==> config.mk <==
export PLATFORM = sky130hd
export DESIGN_NAME = control_sequencer
export DESIGN_NICKNAME = d
export VERILOG_FILES = /design/src/rtl/control_sequencer.sv
export SDC_FILE = /design/constraint.sdc
export NUM_CORES = 1
export LEC_CHECK = 0
export ABC_AREA = 1
export BUFFER_PORTS_ARGS = -buffer_cell sky130_fd_sc_hd__buf_4
export CELL_PAD_IN_SITES_DETAIL_PLACEMENT = 0
export CELL_PAD_IN_SITES_GLOBAL_PLACEMENT = 1
export CORE_ASPECT_RATIO = 0.8
export CORE_MARGIN = 2
export CORE_UTILIZATION = 27
export CTS_BUF_LIST = sky130_fd_sc_hd__clkbuf_8 sky130_fd_sc_hd__clkbuf_16
export CTS_CLUSTER_SIZE = 12
export DETAILED_ROUTE_END_ITERATION = 12
export PLACE_DENSITY = 0.74
export REMOVE_ABC_BUFFERS = 1
export SLEW_MARGIN = 20
export SYNTH_ARGS = -nofsm -noshare
export SYNTH_HDL_FRONTEND = slang
export SYNTH_SLANG_ARGS = --single-unit
==> constraint.sdc <==
create_clock -name clk -period 1.45 [get_ports clk]
set_input_delay 0.145 -clock clk [delete_from_list [all_inputs] [get_ports clk]]
set_output_delay 0.145 -clock clk [all_outputs]
set_load 0.02 [all_outputs]
==> src/rtl/control_sequencer.sv <==
// Multi-cycle control sequencer: fetch/decode/execute FSM driving one-hot
// datapath strobes from the state register and the decoded instruction.
module control_sequencer (
  input  logic        clk,
  input  logic        reset_n,
  input  logic        run,
  input  logic        mem_ready,
  input  logic [31:0] ir,
  output logic        pc_out,
  output logic        pc_in,
  output logic        inc_pc,
  output logic        mar_in,
  output logic        read,
  output logic        mdr_in,
  output logic        mdr_out,
  output logic        ir_in,
  output logic        y_in,
  output logic        z_in,
  output logic        z_low_out,
  output logic        z_high_out,
  output logic        hi_in,
  output logic        hi_out,
  output logic        lo_in,
  output logic        lo_out,
  output logic [15:0] gpr_in,
  output logic [15:0] gpr_out,
  output logic [3:0]  alu_op,
  output logic        busy,
  output logic        halted,
  output logic        illegal,
  output logic [3:0]  state,
  output logic [15:0] instr_count
);

  typedef enum logic [3:0] {
    IDLE = 4'd0, T0 = 4'd1, T1 = 4'd2, T2 = 4'd3, T3 = 4'd4,
    T4 = 4'd5, T5 = 4'd6, T6 = 4'd7, HALT = 4'd8
  } state_t;

  state_t cur_state, nxt_state;
  logic [4:0] opcode;
  logic [3:0] ra, rb, rc, dec_alu;
  logic op_binary, op_unary, op_muldiv, op_nop, op_halt, op_illegal;
  logic retire;
  logic unused_ir_bits;

  assign opcode = ir[31:27];
  assign ra = ir[26:23];
  assign rb = ir[22:19];
  assign rc = ir[18:15];
  assign unused_ir_bits = ^ir[14:0];

  always_comb begin
    dec_alu = 4'b0000;
    op_binary = 1'b0;
    op_unary = 1'b0;
    op_muldiv = 1'b0;
    op_nop = 1'b0;
    op_halt = 1'b0;
    op_illegal = 1'b0;
    case (opcode)
      5'b01001: begin dec_alu = 4'b0000; op_binary = 1'b1; end
      5'b01010: begin dec_alu = 4'b0001; op_binary = 1'b1; end
      5'b00011: begin dec_alu = 4'b0010; op_binary = 1'b1; end
      5'b00100: begin dec_alu = 4'b0011; op_binary = 1'b1; end
      5'b00101: begin dec_alu = 4'b0100; op_binary = 1'b1; end
      5'b00110: begin dec_alu = 4'b0101; op_binary = 1'b1; end
      5'b00111: begin dec_alu = 4'b0110; op_binary = 1'b1; end
      5'b01000: begin dec_alu = 4'b0111; op_binary = 1'b1; end
      5'b01111: begin dec_alu = 4'b1000; op_binary = 1'b1; op_muldiv = 1'b1; end
      5'b10000: begin dec_alu = 4'b1001; op_binary = 1'b1; op_muldiv = 1'b1; end
      5'b10001: begin dec_alu = 4'b1010; op_unary = 1'b1; end
      5'b10010: begin dec_alu = 4'b1011; op_unary = 1'b1; end
      5'b11010: op_nop = 1'b1;
      5'b11011: op_halt = 1'b1;
      default:  op_illegal = 1'b1;
    endcase
  end

  // run is only consulted in IDLE and on the retiring cycle of an instruction
  always_comb begin
    nxt_state = cur_state;
    retire = 1'b0;
    case (cur_state)
      IDLE: if (run) nxt_state = T0;
      T0:   nxt_state = T1;
      T1:   if (mem_ready) nxt_state = T2;
      T2:   nxt_state = T3;
      T3: begin
        if (op_binary) nxt_state = T4;
        else if (op_unary) nxt_state = T5;
        else if (op_halt) begin
          retire = 1'b1;
          nxt_state = HALT;
        end else begin
          retire = op_nop;
          nxt_state = run ? T0 : IDLE;
        end
      end
      T4:   nxt_state = T5;
      T5: begin
        if (op_muldiv) nxt_state = T6;
        else begin
          retire = 1'b1;
          nxt_state = run ? T0 : IDLE;
        end
      end
      T6: begin
        retire = 1'b1;
        nxt_state = run ? T0 : IDLE;
      end
      HALT: nxt_state = HALT;
      default: nxt_state = IDLE;
    endcase
  end

  always_ff @(posedge clk or negedge reset_n) begin
    if (!reset_n) begin
      cur_state <= IDLE;
      instr_count <= 16'h0000;
      illegal <= 1'b0;
    end else begin
      cur_state <= nxt_state;
      if (retire) instr_count <= instr_count + 16'h0001;
      if (cur_state == T3 && op_illegal) illegal <= 1'b1;
    end
  end

  always_comb begin
    pc_out = 1'b0;   pc_in = 1'b0;      inc_pc = 1'b0;    mar_in = 1'b0;
    read = 1'b0;     mdr_in = 1'b0;     mdr_out = 1'b0;   ir_in = 1'b0;
    y_in = 1'b0;     z_in = 1'b0;       z_low_out = 1'b0; z_high_out = 1'b0;
    hi_in = 1'b0;    hi_out = 1'b0;     lo_in = 1'b0;     lo_out = 1'b0;
    gpr_in = 16'h0000;
    gpr_out = 16'h0000;
    alu_op = 4'b0000;
    case (cur_state)
      T0: begin pc_out = 1'b1; mar_in = 1'b1; inc_pc = 1'b1; end
      T1: begin read = 1'b1; mdr_in = 1'b1; end
      T2: begin mdr_out = 1'b1; ir_in = 1'b1; end
      T3: begin
        alu_op = dec_alu;
        if (op_binary) begin
          gpr_out = 16'h0001 << rb;
          y_in = 1'b1;
        end else if (op_unary) begin
          gpr_out = 16'h0001 << rb;
          z_in = 1'b1;
        end
      end
      T4: begin
        alu_op = dec_alu;
        gpr_out = 16'h0001 << rc;
        z_in = 1'b1;
      end
      T5: begin
        alu_op = dec_alu;
        z_low_out = 1'b1;
        if (op_muldiv) lo_in = 1'b1;
        else gpr_in = 16'h0001 << ra;
      end
      T6: begin
        alu_op = dec_alu;
        z_high_out = 1'b1;
        hi_in = 1'b1;
      end
      default: ;
    endcase
  end

  assign state = cur_state;
  assign busy = (cur_state != IDLE) && (cur_state != HALT);
  assign halted = (cur_state == HALT);

endmodule

; ---- Yosys cells after proc, flatten, opt, wreduce, memory -nomap -nowiden
; Index checks and enable logic that the tools add are counted.
; Widths: inputs -> output; s select.
[word_totals]
register_bits = 21
inputBits = 36
output_inout_bits = 75
elab_cells = 80
[classes]
add_sub_neg = 1
eq_ne = 25
shift = 3
n_mux = 38
reduce_logical = 10
[op_table]
columns = cell, n
row1 = $mux 16, 4
row2 = $shl 1x4->16 const A, 3
row3 = $pmux 4 s11, 1
row4 = $pmux 4 s9, 1
row5 = $pmux 16 s2, 1
row6 = $eq 5x5->1 const B, 5
row7 = $mux 4, 6
row8 = $mux 1, 22
row9 = $eq 5x3->1 const B, 4
row10 = $eq 5x4->1 const B, 4
row11 = $add 16x1->16 const B, 1
row12 = $eq 4x3->1 const B, 4
row13 = $reduce_or 14->1, 1
row14 = $reduce_or 10->1, 1
row15 = $eq 4x2->1 const B, 2
row16 = $eq 5x2->1 const B, 1
row17 = $eq 4x1->1 const B, 1
row18 = $eq 4x4->1 const B, 1
row19 = $logic_not 4->1, 1
row20 = $ne 2x2->1 const B, 2
row21 = $ne 4x4->1 const B, 1
row22 = $reduce_bool 4->1, 1
row23 = $reduce_or 2->1, 2
row24 = $reduce_or 4->1, 1
row25 = 5 further kinds, 6

; ---- Longest topological paths before layout
[logic_depth]
depth_word = 6
ltp_mapped = 11
mapped_depth_nobuf = 10

; ---- Worst setup path after synthesis
; No wires, ideal clock.
[synth_path]
kind = flip-flop to output port
start = reg cur_state[1] (netlist: state[1])
end = out gpr_in[0]
arrival_time_ns = 1.659
required_ns = 1.305
setup_slack_ns = -0.354
stages_incl_launch_ff = 8
n_path_buf = 2
path_cell_list = dfrtp_1 buf_6 inv_2 nor3_4 nand2_4 or2_1 buf_6 nor2_2
[synth_via]
elab_chain_cells = 2
[synth_lines]
columns = item, line_no
row1 = start: declaration, 40  ; state_t cur_state, nxt_state;
row2 = start signal: assignment, 123  ; cur_state <= nxt_state;
row3 = $eq 4x3->1, 137  ; case (cur_state)
row4 = $mux 16, 137
row5 = end: declaration, 25  ; output logic [15:0] gpr_in,
; Every way passes these cells.

; ---- Final worst setup path
; Same ends and word-level chain as after synthesis.

==> impl_metrics.tcl <==
set metrics [dict create \
    area_delta_synth_final_pct 79.0 \
    drt_iter0_markers 118 \
    drc 0 \
    use_met3_pct 3.00 \
    fillers 768 \
    synthCells 358 \
    min_period_ps 1800 \
    cts_buffers 3 \
    path_class "register to output port" \
    cts_sinks 21 \
    critPathCaptureType "output port" \
    synth.distinct_cells 34 \
    worstPathArrival_ps 1660 \
    use_met2_pct 28.4 \
    synth-async-reset-ratio_pct 100 \
    grt_pass1_wl_mm 12.4 \
    min_period_over_period_pct 124 \
    top_usage_layer "met2" \
    num_rows 29 \
    p_per_area_mw_per_mm2 1050 \
    ys_ff_latch 21 \
    die_h_um 85.0 \
    p_int_mw 2.30 \
    antenna_found_initial 0 \
    violations "setup timing" \
    fin_skew_ps 6.43 \
    grtUsageMet1_pct 22.1 \
    seq_area_um2 527 \
    synth_seq_area_share_pct 23.7 \
    whs_ps 178 \
    yosys_warnings 0 \
    syn_avg_cell_area_um2 6.19 \
    multi_input_area_mm2 0.00166 \
    syn_area_mm2 0.00222 \
    n_antenna_cell 0 \
    core_area_mm2 0.00795 \
    critPathTopFamily "simple AND/OR/NAND/NOR gates" \
    post-route-cell-area_mm2 0.00397 \
    required_ps 1310 \
    gr-total-overflow 0 \
    slowest_delay_ps 450 \
    worstPathMaxFanout 8 \
    status "finished, violations left" \
    p_switching_mw 1.87 \
    finalNetCount 547 \
    pwr-share-seq_pct 19.7 \
    initial_core_util_pct 27.9 \
    vias_per_cell 4.53 \
    finalSetupViolCount 60 \
    comb_power_share_pct 70.9 \
    power_mw 4.17 \
    tns_ps -13010 \
    synthFlopType "dfrtp_1" \
    io_pins 111 \
    cts_buffer_depth 2 \
    synth_edf_count 0 \
    vias 2796 \
    p_sw_share_pct 44.8 \
    fmax_ghz 0.555 \
    wl_per_cell_um 12.2 \
    p_leak_nw 2.03 \
    die-area_mm2 0.00895 \
    grt_pass1_vias 2676 \
    peakVddDrop_mv 0.472 \
    firstDrtPassIters 4 \
    slew_viol_final 0 \
    hold_viol_final 0 \
    cts_root_buf "clkbuf_8" \
    cp-start-kind "register" \
    grt_usage_pct 16.7 \
    layout_setup_ws_ps -352 \
    antenna_left 0 \
    io_buffers 92 \
    worstSkewPairLatency_ps 270 \
    dpl_cell_area_mm2 0.00331 \
    drive_above_1_share_pct 50.9 \
    p_clk_share_pct 9.5 \
    fp.dieW_um 105 \
    grt_max_degree 22 \
    critPathSlowestCell "dfrtp_2" \
    crit_chain "inv_2 -> nor3_4 -> nand2_4 -> or2_4 -> nor2_2 -> buf_6" \
    h-tree-depth 1 \
    cp_num_buf_inv 2 \
    drv_cap 0 \
    rsz0062_at_grt "true" \
    dpl.hpwl_mm 5.58 \
    hp-class "input port to register" \
    clk_pin_slew_ps 80 \
    cts_tree "done" \
    globalplace.congestion 0.870 \
    wirelength_mm 7.51 \
]
-- final timing paths --
kind / startpoint / end / slack [ps] / cells past startpoint
hold / removal: mem_ready / state[0] / 180 / 3
setup / recovery: state[1] / gpr_in[0] / -350 / 6
min in group asynchronous: reset_n / instr_count[9] / 300 / 2
max in group asynchronous: reset_n / state[1] / 900 / 2
setup reg to reg: state[2] / state[2] / -160 / 10
hold reg to reg: illegal / illegal / 500 / 1
-- routing by layer --
metal	vias to the layer above	part of all wire (%)
met4	0	1.0
met1	1287	46
met3	9	4.9
met5	-	0
li1	1425	-
met2	75	48
-- registers in the layout (all words and copies together) (netlist names) --
name and count:
illegal 1, instr_count 16, state 4
-- synth_stat cells, types with 3 or more instances --
master	number	area share (%)
nor2_4	4	2.0
nand2_2	4	1.1
xor2_1	8	3.2
nand4_1	3	0.85
nand3_1	47	11
nand3b_1	3	1.0
o21ai_0	5	1.1
nor2_2	10	2.8
nand3_2	4	1.8
inv_1	43	7.3
buf_4	9	3.0
a21oi_1	3	0.68
nor3_1	14	3.2
nor3_2	3	1.4
o21ai_1	7	1.6
nand2_1	97	16
nor2_1	51	8.6
buf_6	5	2.5
dfrtp_1	21	24
-- power by group through the flow --
stage | clock, mW | sequential (mW) | combinational (mW)
finish | 0.394 | 0.820 | 2.96
floorplan | 0 | 0.999 | 0.873
CTS | 0.407 | 0.815 | 2.76
global placement | 0 | 0.826 | 2.16
detailed placement | 0 | 0.832 | 2.18
global route | 0.432 | 0.834 | 3.18
-- layout make-up --
| type | instances | share of cell area (%) |
|---|---|---|
| multi-input cells | 278 | 41.8 |
| repair buffers | 160 | 35.8 |
| flip-flops and latches | 21 | 13.3 |
| inverters | 46 | 4.57 |
| well taps | 108 | 3.41 |
| clock buffers | 3 | 1.04 |
| clock inverters | 1 | 0.126 |
-- worst reg2reg max path, stage by stage, from the launching register on --
cell	delay, ps
dfrtp_1	410
buf_4	150
buf_6	120
nor2_4	110
inv_2	60
nor3_2	210
buf_4	170
buf_4	100
buf_4	90
nor3_2	30
nand3_1	90
-- logic make-up after synthesis --
group	after synthesis	synth area share, %
AOI/OAI and AO/OA	19	4.74
xor gates and xnor gates	9	3.56
adders and majority gates	1	0.565
buffers and inverters	61	13.7
DFF	21	23.7
other	1	0.169
and+or+nand+nor	246	53.6
-- metrics by stage --
step	util [%]	std cells	setup slack [ps]
2_1_floorplan	-	345	-885
6_report	49.9	617	-352
3_5_place_dp	41.7	594	-163
5_1_grt	49.9	617	-443
4_1_cts	47.1	611	-350
3_3_place_gp	41.7	594	-124
-- layout by cell type, fill, tap and decap left out, types with 6 or more instances in the layout --
| master | synthesis | layout |
|---|---|---|
| nand3_2 | 4 | 7 |
| nor2_2 | 10 | 18 |
| buf_6 | 5 | 49 |
| nand2_4 | 2 | 6 |
| dfrtp_1 | 21 | 20 |
| buf_4 | 9 | 107 |
| inv_1 | 43 | 36 |
| o21ai_2 | 0 | 6 |
| inv_2 | 2 | 7 |
| xor2_1 | 8 | 8 |
| nor2_1 | 51 | 37 |
| nand2_1 | 97 | 76 |
| nor3_1 | 14 | 9 |
| nor2_4 | 4 | 10 |
| nand3_1 | 47 | 42 |
| nand2_2 | 4 | 21 |
-- repair_timing --
item / in CTS / in global routing
gates resized for setup: 70 / 64
setup buffers: 10 / 11
pin swaps: 22 / 20
cloned: 2 / 0
endpoints found under the setup margin: 58 / 69
hold buffers: 1 / 0
endpoints found under the hold margin: 21 / 0
Note: power is estimated with default switching activity, not from simulation.
